==> src/rtl/exe_stage_pkg.sv <==
// Shared definitions for the EXE stage: ALU command codes, forwarding
// selects and the MUL/DIV sequencer states.
package exe_stage_pkg;

  typedef enum logic [3:0] {
    CMD_ADD = 4'b0000,
    CMD_SUB = 4'b0010,
    CMD_AND = 4'b0100,
    CMD_OR  = 4'b0101,
    CMD_NOR = 4'b0110,
    CMD_XOR = 4'b0111,
    CMD_SLL = 4'b1000,
    CMD_SRA = 4'b1001,
    CMD_SRL = 4'b1010,
    CMD_MUL = 4'b1100,
    CMD_DIV = 4'b1101
  } exe_cmd_e;

  // Forwarding selects; 2'b11 falls back to the ID/EX value.
  localparam logic [1:0] FWD_IDEX = 2'b00;
  localparam logic [1:0] FWD_MEM  = 2'b01;
  localparam logic [1:0] FWD_WB   = 2'b10;

  typedef enum logic [1:0] {
    MD_IDLE = 2'b00,
    MD_RUN  = 2'b01,
    MD_DONE = 2'b10
  } md_state_e;

  typedef enum logic {
    MD_OP_MUL = 1'b0,
    MD_OP_DIV = 1'b1
  } md_op_e;

  function automatic logic is_muldiv(input logic [3:0] cmd);
    return (cmd == CMD_MUL) || (cmd == CMD_DIV);
  endfunction

endpackage

==> src/rtl/exe_stage_if.sv <==
// ID/EX -> EXE -> EX/MEM signal bundle. master = pipeline side driving the
// ID/EX fields and forwarding values, slave = the EXE stage.
interface exe_stage_if #(parameter int WIDTH = 32);
  logic [WIDTH-1:0] PC_in;
  logic [WIDTH-1:0] Val1_in;
  logic [WIDTH-1:0] Val2_in;
  logic [WIDTH-1:0] Reg2_in;
  logic [3:0]       EXE_cmd_in;
  logic             MEM_R_en_in;
  logic             MEM_W_en_in;
  logic             WB_en_in;
  logic [4:0]       dest_in;
  logic [1:0]       sel_src1;
  logic [1:0]       sel_src2;
  logic [1:0]       sel_st;
  logic [WIDTH-1:0] MEM_fwd_val;
  logic [WIDTH-1:0] WB_fwd_val;
  logic [WIDTH-1:0] ALU_result;
  logic [WIDTH-1:0] Br_addr;
  logic [WIDTH-1:0] ST_val;
  logic             MEM_R_en;
  logic             MEM_W_en;
  logic             WB_en;
  logic [4:0]       dest;
  logic             exe_stall;

  modport master (
    output PC_in, Val1_in, Val2_in, Reg2_in, EXE_cmd_in, MEM_R_en_in,
           MEM_W_en_in, WB_en_in, dest_in, sel_src1, sel_src2, sel_st,
           MEM_fwd_val, WB_fwd_val,
    input  ALU_result, Br_addr, ST_val, MEM_R_en, MEM_W_en, WB_en, dest,
           exe_stall
  );

  modport slave (
    input  PC_in, Val1_in, Val2_in, Reg2_in, EXE_cmd_in, MEM_R_en_in,
           MEM_W_en_in, WB_en_in, dest_in, sel_src1, sel_src2, sel_st,
           MEM_fwd_val, WB_fwd_val,
    output ALU_result, Br_addr, ST_val, MEM_R_en, MEM_W_en, WB_en, dest,
           exe_stall
  );
endinterface

==> src/rtl/exe_stage_mul_div_iter.sv <==
// Iterative unsigned MUL (shift-add, low WIDTH bits) / DIV (restoring,
// quotient). One step per cycle, WIDTH steps. Operands are sampled only on
// IDLE->RUN; divide by zero naturally yields an all-ones quotient.
module exe_stage_mul_div_iter
  import exe_stage_pkg::*;
#(
  parameter int WIDTH = 32
) (
  input  logic             clk,
  input  logic             rst,
  input  logic             i_start,
  input  md_op_e           i_op,
  input  logic [WIDTH-1:0] i_a,
  input  logic [WIDTH-1:0] i_b,
  output logic             o_busy,
  output logic             o_done,
  output logic [WIDTH-1:0] o_result
);
  localparam int CW = $clog2(WIDTH);
  localparam logic [CW-1:0] LAST = CW'(WIDTH - 1);

  md_state_e        r_state, w_next;
  md_op_e           r_op;
  logic [CW-1:0]    r_cnt;
  // MUL: r_acc = product, r_x = shifted multiplicand, r_y = shifted multiplier
  // DIV: r_acc = partial remainder, r_x = dividend -> quotient, r_y = divisor
  logic [WIDTH-1:0] r_acc, r_x, r_y;
  logic [WIDTH:0]   w_sh;
  logic             w_ge;
  logic [WIDTH-1:0] w_sub;

  assign w_sh  = {r_acc, r_x[WIDTH-1]};
  assign w_ge  = (w_sh >= {1'b0, r_y});
  // Only used when w_ge, where the difference is below the divisor and fits.
  assign w_sub = w_sh[WIDTH-1:0] - r_y;

  assign o_result = (r_op == MD_OP_DIV) ? r_x : r_acc;

  // State register
  always_ff @(posedge clk) begin
    if (rst) r_state <= MD_IDLE;
    else     r_state <= w_next;
  end

  // Next state and busy/done decode
  always_comb begin
    w_next = r_state;
    o_busy = 1'b0;
    o_done = 1'b0;
    case (r_state)
      MD_IDLE: if (i_start) begin
        o_busy = 1'b1;
        w_next = MD_RUN;
      end
      MD_RUN: begin
        o_busy = 1'b1;
        if (r_cnt == LAST) w_next = MD_DONE;
      end
      MD_DONE: begin
        o_done = 1'b1;
        w_next = MD_IDLE;
      end
      default: w_next = MD_IDLE;
    endcase
  end

  // Operand capture on start, then one iteration step per RUN cycle
  always_ff @(posedge clk) begin
    if (rst) begin
      r_op  <= MD_OP_MUL;
      r_cnt <= '0;
      r_acc <= '0;
      r_x   <= '0;
      r_y   <= '0;
    end else if (r_state == MD_IDLE && i_start) begin
      r_op  <= i_op;
      r_cnt <= '0;
      r_acc <= '0;
      r_x   <= i_a;
      r_y   <= i_b;
    end else if (r_state == MD_RUN) begin
      r_cnt <= r_cnt + 1'b1;
      if (r_op == MD_OP_MUL) begin
        if (r_y[0]) r_acc <= r_acc + r_x;
        r_x <= r_x << 1;
        r_y <= r_y >> 1;
      end else begin
        r_acc <= w_ge ? w_sub : w_sh[WIDTH-1:0];
        r_x   <= {r_x[WIDTH-2:0], w_ge};
      end
    end
  end

endmodule

==> src/rtl/exe_stage.sv <==
// MIPS EXE stage: operand forwarding, single-cycle ALU, branch-target adder
// and the iterative MUL/DIV unit. While MUL/DIV runs, exe_stall holds the
// upstream registers and a bubble goes to EX/MEM.
module exe_stage
  import exe_stage_pkg::*;
#(
  parameter int WIDTH = 32
) (
  input  logic         clk,
  input  logic         rst,
  exe_stage_if.slave   bus
);
  localparam int SHW = $clog2(WIDTH);

  exe_cmd_e         w_cmd;
  logic [WIDTH-1:0] w_a, w_b, w_alu, w_md_res;
  logic [SHW-1:0]   w_shamt;
  logic             w_md_start, w_md_busy, w_md_done;

  function automatic logic [WIDTH-1:0] fwd(input logic [1:0] sel,
                                           input logic [WIDTH-1:0] idex,
                                           input logic [WIDTH-1:0] mem,
                                           input logic [WIDTH-1:0] wb);
    case (sel)
      FWD_MEM: return mem;
      FWD_WB:  return wb;
      default: return idex;
    endcase
  endfunction

  assign w_cmd   = exe_cmd_e'(bus.EXE_cmd_in);
  assign w_a     = fwd(bus.sel_src1, bus.Val1_in, bus.MEM_fwd_val, bus.WB_fwd_val);
  assign w_b     = fwd(bus.sel_src2, bus.Val2_in, bus.MEM_fwd_val, bus.WB_fwd_val);
  assign w_shamt = w_b[SHW-1:0];

  // Start is masked during reset so the stall drops while rst is held.
  assign w_md_start = is_muldiv(bus.EXE_cmd_in) && !rst;

  exe_stage_mul_div_iter #(.WIDTH(WIDTH)) u_md (
    .clk      (clk),
    .rst      (rst),
    .i_start  (w_md_start),
    .i_op     ((w_cmd == CMD_DIV) ? MD_OP_DIV : MD_OP_MUL),
    .i_a      (w_a),
    .i_b      (w_b),
    .o_busy   (w_md_busy),
    .o_done   (w_md_done),
    .o_result (w_md_res)
  );

  // Single-cycle ALU; MUL/DIV and undefined codes give 0 here
  always_comb begin
    w_alu = '0;
    case (w_cmd)
      CMD_ADD: w_alu = w_a + w_b;
      CMD_SUB: w_alu = w_a - w_b;
      CMD_AND: w_alu = w_a & w_b;
      CMD_OR:  w_alu = w_a | w_b;
      CMD_NOR: w_alu = ~(w_a | w_b);
      CMD_XOR: w_alu = w_a ^ w_b;
      CMD_SLL: w_alu = w_a << w_shamt;
      CMD_SRA: w_alu = $signed(w_a) >>> w_shamt;
      CMD_SRL: w_alu = w_a >> w_shamt;
      default: w_alu = '0;
    endcase
  end

  assign bus.Br_addr   = bus.PC_in + {bus.Val2_in[WIDTH-3:0], 2'b00};
  assign bus.ST_val    = fwd(bus.sel_st, bus.Reg2_in, bus.MEM_fwd_val, bus.WB_fwd_val);
  assign bus.dest      = bus.dest_in;
  assign bus.exe_stall = w_md_busy;

  // Result select and bubble gating of the control bits
  always_comb begin
    bus.ALU_result = w_alu;
    bus.MEM_R_en   = bus.MEM_R_en_in;
    bus.MEM_W_en   = bus.MEM_W_en_in;
    bus.WB_en      = bus.WB_en_in;
    if (w_md_busy) begin
      bus.ALU_result = '0;
      bus.MEM_R_en   = 1'b0;
      bus.MEM_W_en   = 1'b0;
      bus.WB_en      = 1'b0;
    end else if (w_md_done) begin
      bus.ALU_result = w_md_res;
    end
  end

endmodule

==> src/flat_wrapper.sv <==
// flat-port wrapper written by rule: the top's interface ports become plain ports
module exe_stage_flat import exe_stage_pkg::*;
#(
  parameter int WIDTH = 32
)
  (clk, rst, bus_PC_in, bus_Val1_in, bus_Val2_in, bus_Reg2_in, bus_EXE_cmd_in, bus_MEM_R_en_in, bus_MEM_W_en_in, bus_WB_en_in, bus_dest_in, bus_sel_src1, bus_sel_src2, bus_sel_st, bus_MEM_fwd_val, bus_WB_fwd_val, bus_ALU_result, bus_Br_addr, bus_ST_val, bus_MEM_R_en, bus_MEM_W_en, bus_WB_en, bus_dest, bus_exe_stall);
  exe_stage_if #(.WIDTH(WIDTH)) bus_i ();
  input  logic clk;
  input  logic rst;
  input wire logic [$bits(bus_i.PC_in)-1:0] bus_PC_in;
  input wire logic [$bits(bus_i.Val1_in)-1:0] bus_Val1_in;
  input wire logic [$bits(bus_i.Val2_in)-1:0] bus_Val2_in;
  input wire logic [$bits(bus_i.Reg2_in)-1:0] bus_Reg2_in;
  input wire logic [$bits(bus_i.EXE_cmd_in)-1:0] bus_EXE_cmd_in;
  input wire logic [$bits(bus_i.MEM_R_en_in)-1:0] bus_MEM_R_en_in;
  input wire logic [$bits(bus_i.MEM_W_en_in)-1:0] bus_MEM_W_en_in;
  input wire logic [$bits(bus_i.WB_en_in)-1:0] bus_WB_en_in;
  input wire logic [$bits(bus_i.dest_in)-1:0] bus_dest_in;
  input wire logic [$bits(bus_i.sel_src1)-1:0] bus_sel_src1;
  input wire logic [$bits(bus_i.sel_src2)-1:0] bus_sel_src2;
  input wire logic [$bits(bus_i.sel_st)-1:0] bus_sel_st;
  input wire logic [$bits(bus_i.MEM_fwd_val)-1:0] bus_MEM_fwd_val;
  input wire logic [$bits(bus_i.WB_fwd_val)-1:0] bus_WB_fwd_val;
  output wire logic [$bits(bus_i.ALU_result)-1:0] bus_ALU_result;
  output wire logic [$bits(bus_i.Br_addr)-1:0] bus_Br_addr;
  output wire logic [$bits(bus_i.ST_val)-1:0] bus_ST_val;
  output wire logic [$bits(bus_i.MEM_R_en)-1:0] bus_MEM_R_en;
  output wire logic [$bits(bus_i.MEM_W_en)-1:0] bus_MEM_W_en;
  output wire logic [$bits(bus_i.WB_en)-1:0] bus_WB_en;
  output wire logic [$bits(bus_i.dest)-1:0] bus_dest;
  output wire logic [$bits(bus_i.exe_stall)-1:0] bus_exe_stall;
  assign bus_i.PC_in = bus_PC_in;
  assign bus_i.Val1_in = bus_Val1_in;
  assign bus_i.Val2_in = bus_Val2_in;
  assign bus_i.Reg2_in = bus_Reg2_in;
  assign bus_i.EXE_cmd_in = bus_EXE_cmd_in;
  assign bus_i.MEM_R_en_in = bus_MEM_R_en_in;
  assign bus_i.MEM_W_en_in = bus_MEM_W_en_in;
  assign bus_i.WB_en_in = bus_WB_en_in;
  assign bus_i.dest_in = bus_dest_in;
  assign bus_i.sel_src1 = bus_sel_src1;
  assign bus_i.sel_src2 = bus_sel_src2;
  assign bus_i.sel_st = bus_sel_st;
  assign bus_i.MEM_fwd_val = bus_MEM_fwd_val;
  assign bus_i.WB_fwd_val = bus_WB_fwd_val;
  assign bus_ALU_result = bus_i.ALU_result;
  assign bus_Br_addr = bus_i.Br_addr;
  assign bus_ST_val = bus_i.ST_val;
  assign bus_MEM_R_en = bus_i.MEM_R_en;
  assign bus_MEM_W_en = bus_i.MEM_W_en;
  assign bus_WB_en = bus_i.WB_en;
  assign bus_dest = bus_i.dest;
  assign bus_exe_stall = bus_i.exe_stall;
  exe_stage #(.WIDTH(WIDTH)) u_core (.clk(clk), .rst(rst), .bus(bus_i));
endmodule
==> config.mk <==
export PLATFORM = sky130hd
export DESIGN_NAME = exe_stage_flat
export DESIGN_NICKNAME = d
export VERILOG_FILES = /design/src/rtl/exe_stage_pkg.sv /design/src/rtl/exe_stage_if.sv /design/src/rtl/exe_stage_mul_div_iter.sv /design/src/rtl/exe_stage.sv /design/src/flat_wrapper.sv
export SDC_FILE = /design/constraint.sdc
export NUM_CORES = 1
export LEC_CHECK = 0
export ABC_AREA = 1
export BUFFER_PORTS_ARGS = -buffer_cell sky130_fd_sc_hd__buf_2
export CAP_MARGIN = 20
export CORE_MARGIN = 5
export CORE_UTILIZATION = 50
export CTS_BUF_LIST = sky130_fd_sc_hd__clkbuf_4
export CTS_CLUSTER_DIAMETER = 120
export DETAILED_ROUTE_END_ITERATION = 7
export PLACE_DENSITY = 0.71
export SLEW_MARGIN = 30
export SYNTH_ARGS = -nofsm -noshare
export SYNTH_HDL_FRONTEND = slang
export SYNTH_SLANG_ARGS = --single-unit
export TNS_END_PERCENT = 50
==> constraint.sdc <==
create_clock -name clk -period 6.8 [get_ports clk]
set_clock_uncertainty 0.2 [all_clocks]
set_input_delay 1.36 -clock clk [delete_from_list [all_inputs] [get_ports clk]]
set_output_delay 1.36 -clock clk [all_outputs]
set_load 0.1 [all_outputs]
==> flow_summary.toml <==
[routing]
viasPerCell = 5.96
num_vias = 29700
wirelength_mm = 105
ant_nets = 0
drc = 0
drt_iter0_drc = 4150
wl_per_cell_microns = 21.2
firstDrtPassIters = 6

[synthesis]
ys_warn_count = 0
synth_compound_area_share_pct = 20.4
synth_flop_cell = "dfxtp_1"
synth_top_family_by_area = "simple AND/OR/NAND/NOR gates"
yosysMostFrequentCell = "nand2_1"
syn_inst = 3987
synth.mux.area_fraction_pct = 0
yosysUniqueCellTypes = 58
synthTopCellsByCount = "nand2_1 (1210), nand3_1 (520), a21oi_1 (395)"
yosys.area_share.xor_xnor_pct = 4.01
synth_top_area_share_pct = 21.0
synthTopCellsByArea = "nand2_1 (21%), nand3_1 (12%), ha_1 (12%), dfxtp_1 (9.6%), a21oi_1 (9.1%)"
synthSimpleGateAreaFrac_pct = 43.5
yosys.area.top_type = "nand2_1"
syn_area_per_cell_sq_um = 5.42
yosysSeqAreaShare_pct = 9.63
synth-edff-count = 0
synth-async-reset-ratio_pct = 0
synth_seq_cells = 104
synth_fp_nets = 4405
synth_fa_ha_area_share_pct = 12.1
netlist_area_sq_um = 21600

[sta]
worst_pin_slew_ns = 0.998
max_slew_margin_pct = 33.4
slew_violations = 0
max_freq_mhz = 145
rsz0062_at_grt = "yes"
setup_viol_count_final = 9
whs_ns = 0.283
fin_crit_ns = 6.90
finalHoldViolations = 0
worst_slack_ns = -0.103
finalCritPeriodShare_pct = 102
tns_ns = -0.535

[cells_and_area]
regArea_sq_um = 2080
multi_input_area_sq_um = 17900
fillers = 4500
drive_gt1_share_pct = 18.4
syn_to_final_growth_pct = 22.5
nNetsFinal = 4799
final_core_util_pct = 61.7
layout.cells.non_filler = 4973

[cts]
clock_tree.htree_level_count = 3
cts_buffer_depth = 2
cts_hold_buffers = 0
numCtsBuffers = 9
insertion_delay_ns = 0.52
clock-sinks = 104
clk_pin_slew_ns = 0.22
cts_root_buf = "clkbuf_4"
cts_tree = "built"

[placed_design]
finalWeightedCongestion = 1.10
dp_hpwl_mm = 86.1
dp_cells = 4933
io_buffers = 302

[run]
maxCapViolations = 0

[global_routing]
grt_pass1_wl_mm = 156
grt_pass1_vias = 26500
antenna_found_initial = 2
gr-total-overflow = 0
grt_usage_pct = 42.0
grt_max_degree = 80

[floorplan]
io_pins = 317
dieHeight_microns = 218
rows = 76
core_sq_um = 42900
initial_utilization_pct = 50.4
die_w_microns = 218
die_area_sq_um = 47500

[worst_setup_path]
critPathCaptureType = "output port"
cp-startpoint = "bus_sel_src2[0]"
r2r-start = "u_core.u_md.r_acc[22]"
r2r_end = "u_core.u_md.r_acc[29]"
setup.worst_path.end = "bus_ALU_result[30]"
critical-path-max-stage-delay_ns = 0.38
worst-setup-path-type = "primary input to output port"
required_ns = 5.24
cp.arrival_ns = 5.34
reg2reg_depth = 14
start_kind = "primary input"
rrSetupSlack_ns = 2.83
crit_top_cell = "nor2_4"
cp_slowest_cell = "ha_4"
crit_fanout = 6

[hold_path]
hold_path.class = "register to register"

[power_and_ir_drop]
powerDensity_nw_per_um2 = 189
ir_drop_mv = 0.270
p_leak_uw = 0.0135

[run_status]
violations = "negative setup slack"
status = "complete, but fails checks"
cell families (layout without fill, tap and decap cells):
logic type                 count (synthesis)  in the layout
AOI/OAI and AO/OA                        805            805
xor gates and xnor gates                  98             98
adders and majority gates                206            206
buffers and inverters                    560            959
DFF                                      104            104
other                                      0              2
and+or+nand+nor                         2214           2214
worst min-delay path by stage:
stage | endpoint | cells after the start | start | slack, ns
after floorplan | u_core.u_md.r_cnt[4] | 2 | u_core.u_md.r_cnt[4] | 0.25
after global placement | u_core.u_md.r_cnt[4] | 2 | u_core.u_md.r_cnt[4] | 0.25
after detailed placement | u_core.u_md.r_cnt[4] | 2 | u_core.u_md.r_cnt[4] | 0.26
after CTS | u_core.u_md.r_cnt[4] | 2 | u_core.u_md.r_cnt[4] | 0.29
after global routing | u_core.u_md.r_cnt[4] | 2 | u_core.u_md.r_cnt[4] | 0.33
final | u_core.u_md.r_cnt[4] | 2 | u_core.u_md.r_cnt[4] | 0.28
routing by layer:
metal | track usage, % | wire length, microns | vias to the layer above
met1 | 57.8 | 41700 | 13300
li1 | - | - | 14100
met4 | 16.4 | 5730 | 0
met5 | 0 | 0 | -
met2 | 63.1 | 43400 | 1988
met3 | 10.5 | 14500 | 296
cell type report:
| class | count | area share (%) |
|---|---|---|
| inverters | 371 | 5.35 |
| repair buffers | 570 | 15.8 |
| clock inverters | 7 | 0.265 |
| well taps | 585 | 2.77 |
| diodes | 2 | 0.0189 |
| repair inverters | 2 | 0.0662 |
| flip-flops and latches | 104 | 7.87 |
| clock buffers | 9 | 0.255 |
| multi-input cells | 3323 | 67.6 |
sequential cells by signal, summed over array words and instances, names as in the netlist:
name and count:
u_core.u_md.r_op 1, u_core.u_md.r_acc 32, u_core.u_md.r_cnt 5, u_core.u_md.r_y 32, u_core.u_md.r_x 32, u_core.u_md.r_state 2
critical path, delay by kind of cell:
family / cells / cell delay (ns)
simple gates: 15 / 1.67
compound gates: 7 / 0.84
buf+inv: 7 / 0.76
fa+ha+maj: 2 / 0.69
through the flow:
step,cell area (sq um),setup WS (ns),total power (uW)
final,26500,-0.103,5000
after global routing,26500,-0.278,5260
after detailed placement,25600,-0.0771,4390
after CTS,25800,-0.0481,4750
after floorplan,21800,-0.472,3120
after global placement,25600,-0.0339,4380
cells in the final DEF, fill, tap and decap left out, types with 6 or more instances in the layout:
master	Yosys	final
a31oi_1	30	30
nor2_2	5	26
a221oi_1	16	16
nor4_1	9	9
a22o_1	6	6
nor3_1	31	28
nor2_1	314	285
or2_2	35	35
o22ai_1	9	9
inv_2	5	13
nand3_1	520	511
buf_4	12	252
inv_1	362	352
buf_12	0	40
buf_2	42	269
nand2_2	17	40
xor2_1	70	69
a21oi_2	1	38
nand4_1	42	42
a21o_1	17	17
a22oi_1	6	6
a21boi_0	8	7
a21oi_1	395	353
xnor2_1	27	27
clkbuf_4	0	9
nand2_1	1210	1183
nand3b_1	13	13
ha_1	202	196
o21bai_1	13	12
o21ai_2	2	7
o21ai_1	18	33
o211ai_1	14	14
o21ai_0	246	223
dfxtp_1	104	103
nor2_4	4	12
nand3_2	0	9
timing repair:
item / in CTS / in global routing
gates cloned: 0 / 3
hold endpoints to repair: 0 / 0
pin swaps: 6 / 52
gates resized for setup: 14 / 138
setup endpoints to repair: 14 / 24
setup buffers: 1 / 18
report_power, final:
group          internal [uW]  leakage (uW)  switching (uW)
logic                   1230        0.0126            2760
clock network           87.4     0.0000744             263
registers                630      0.000843            19.5
Power figures use the tool's default switching activity.
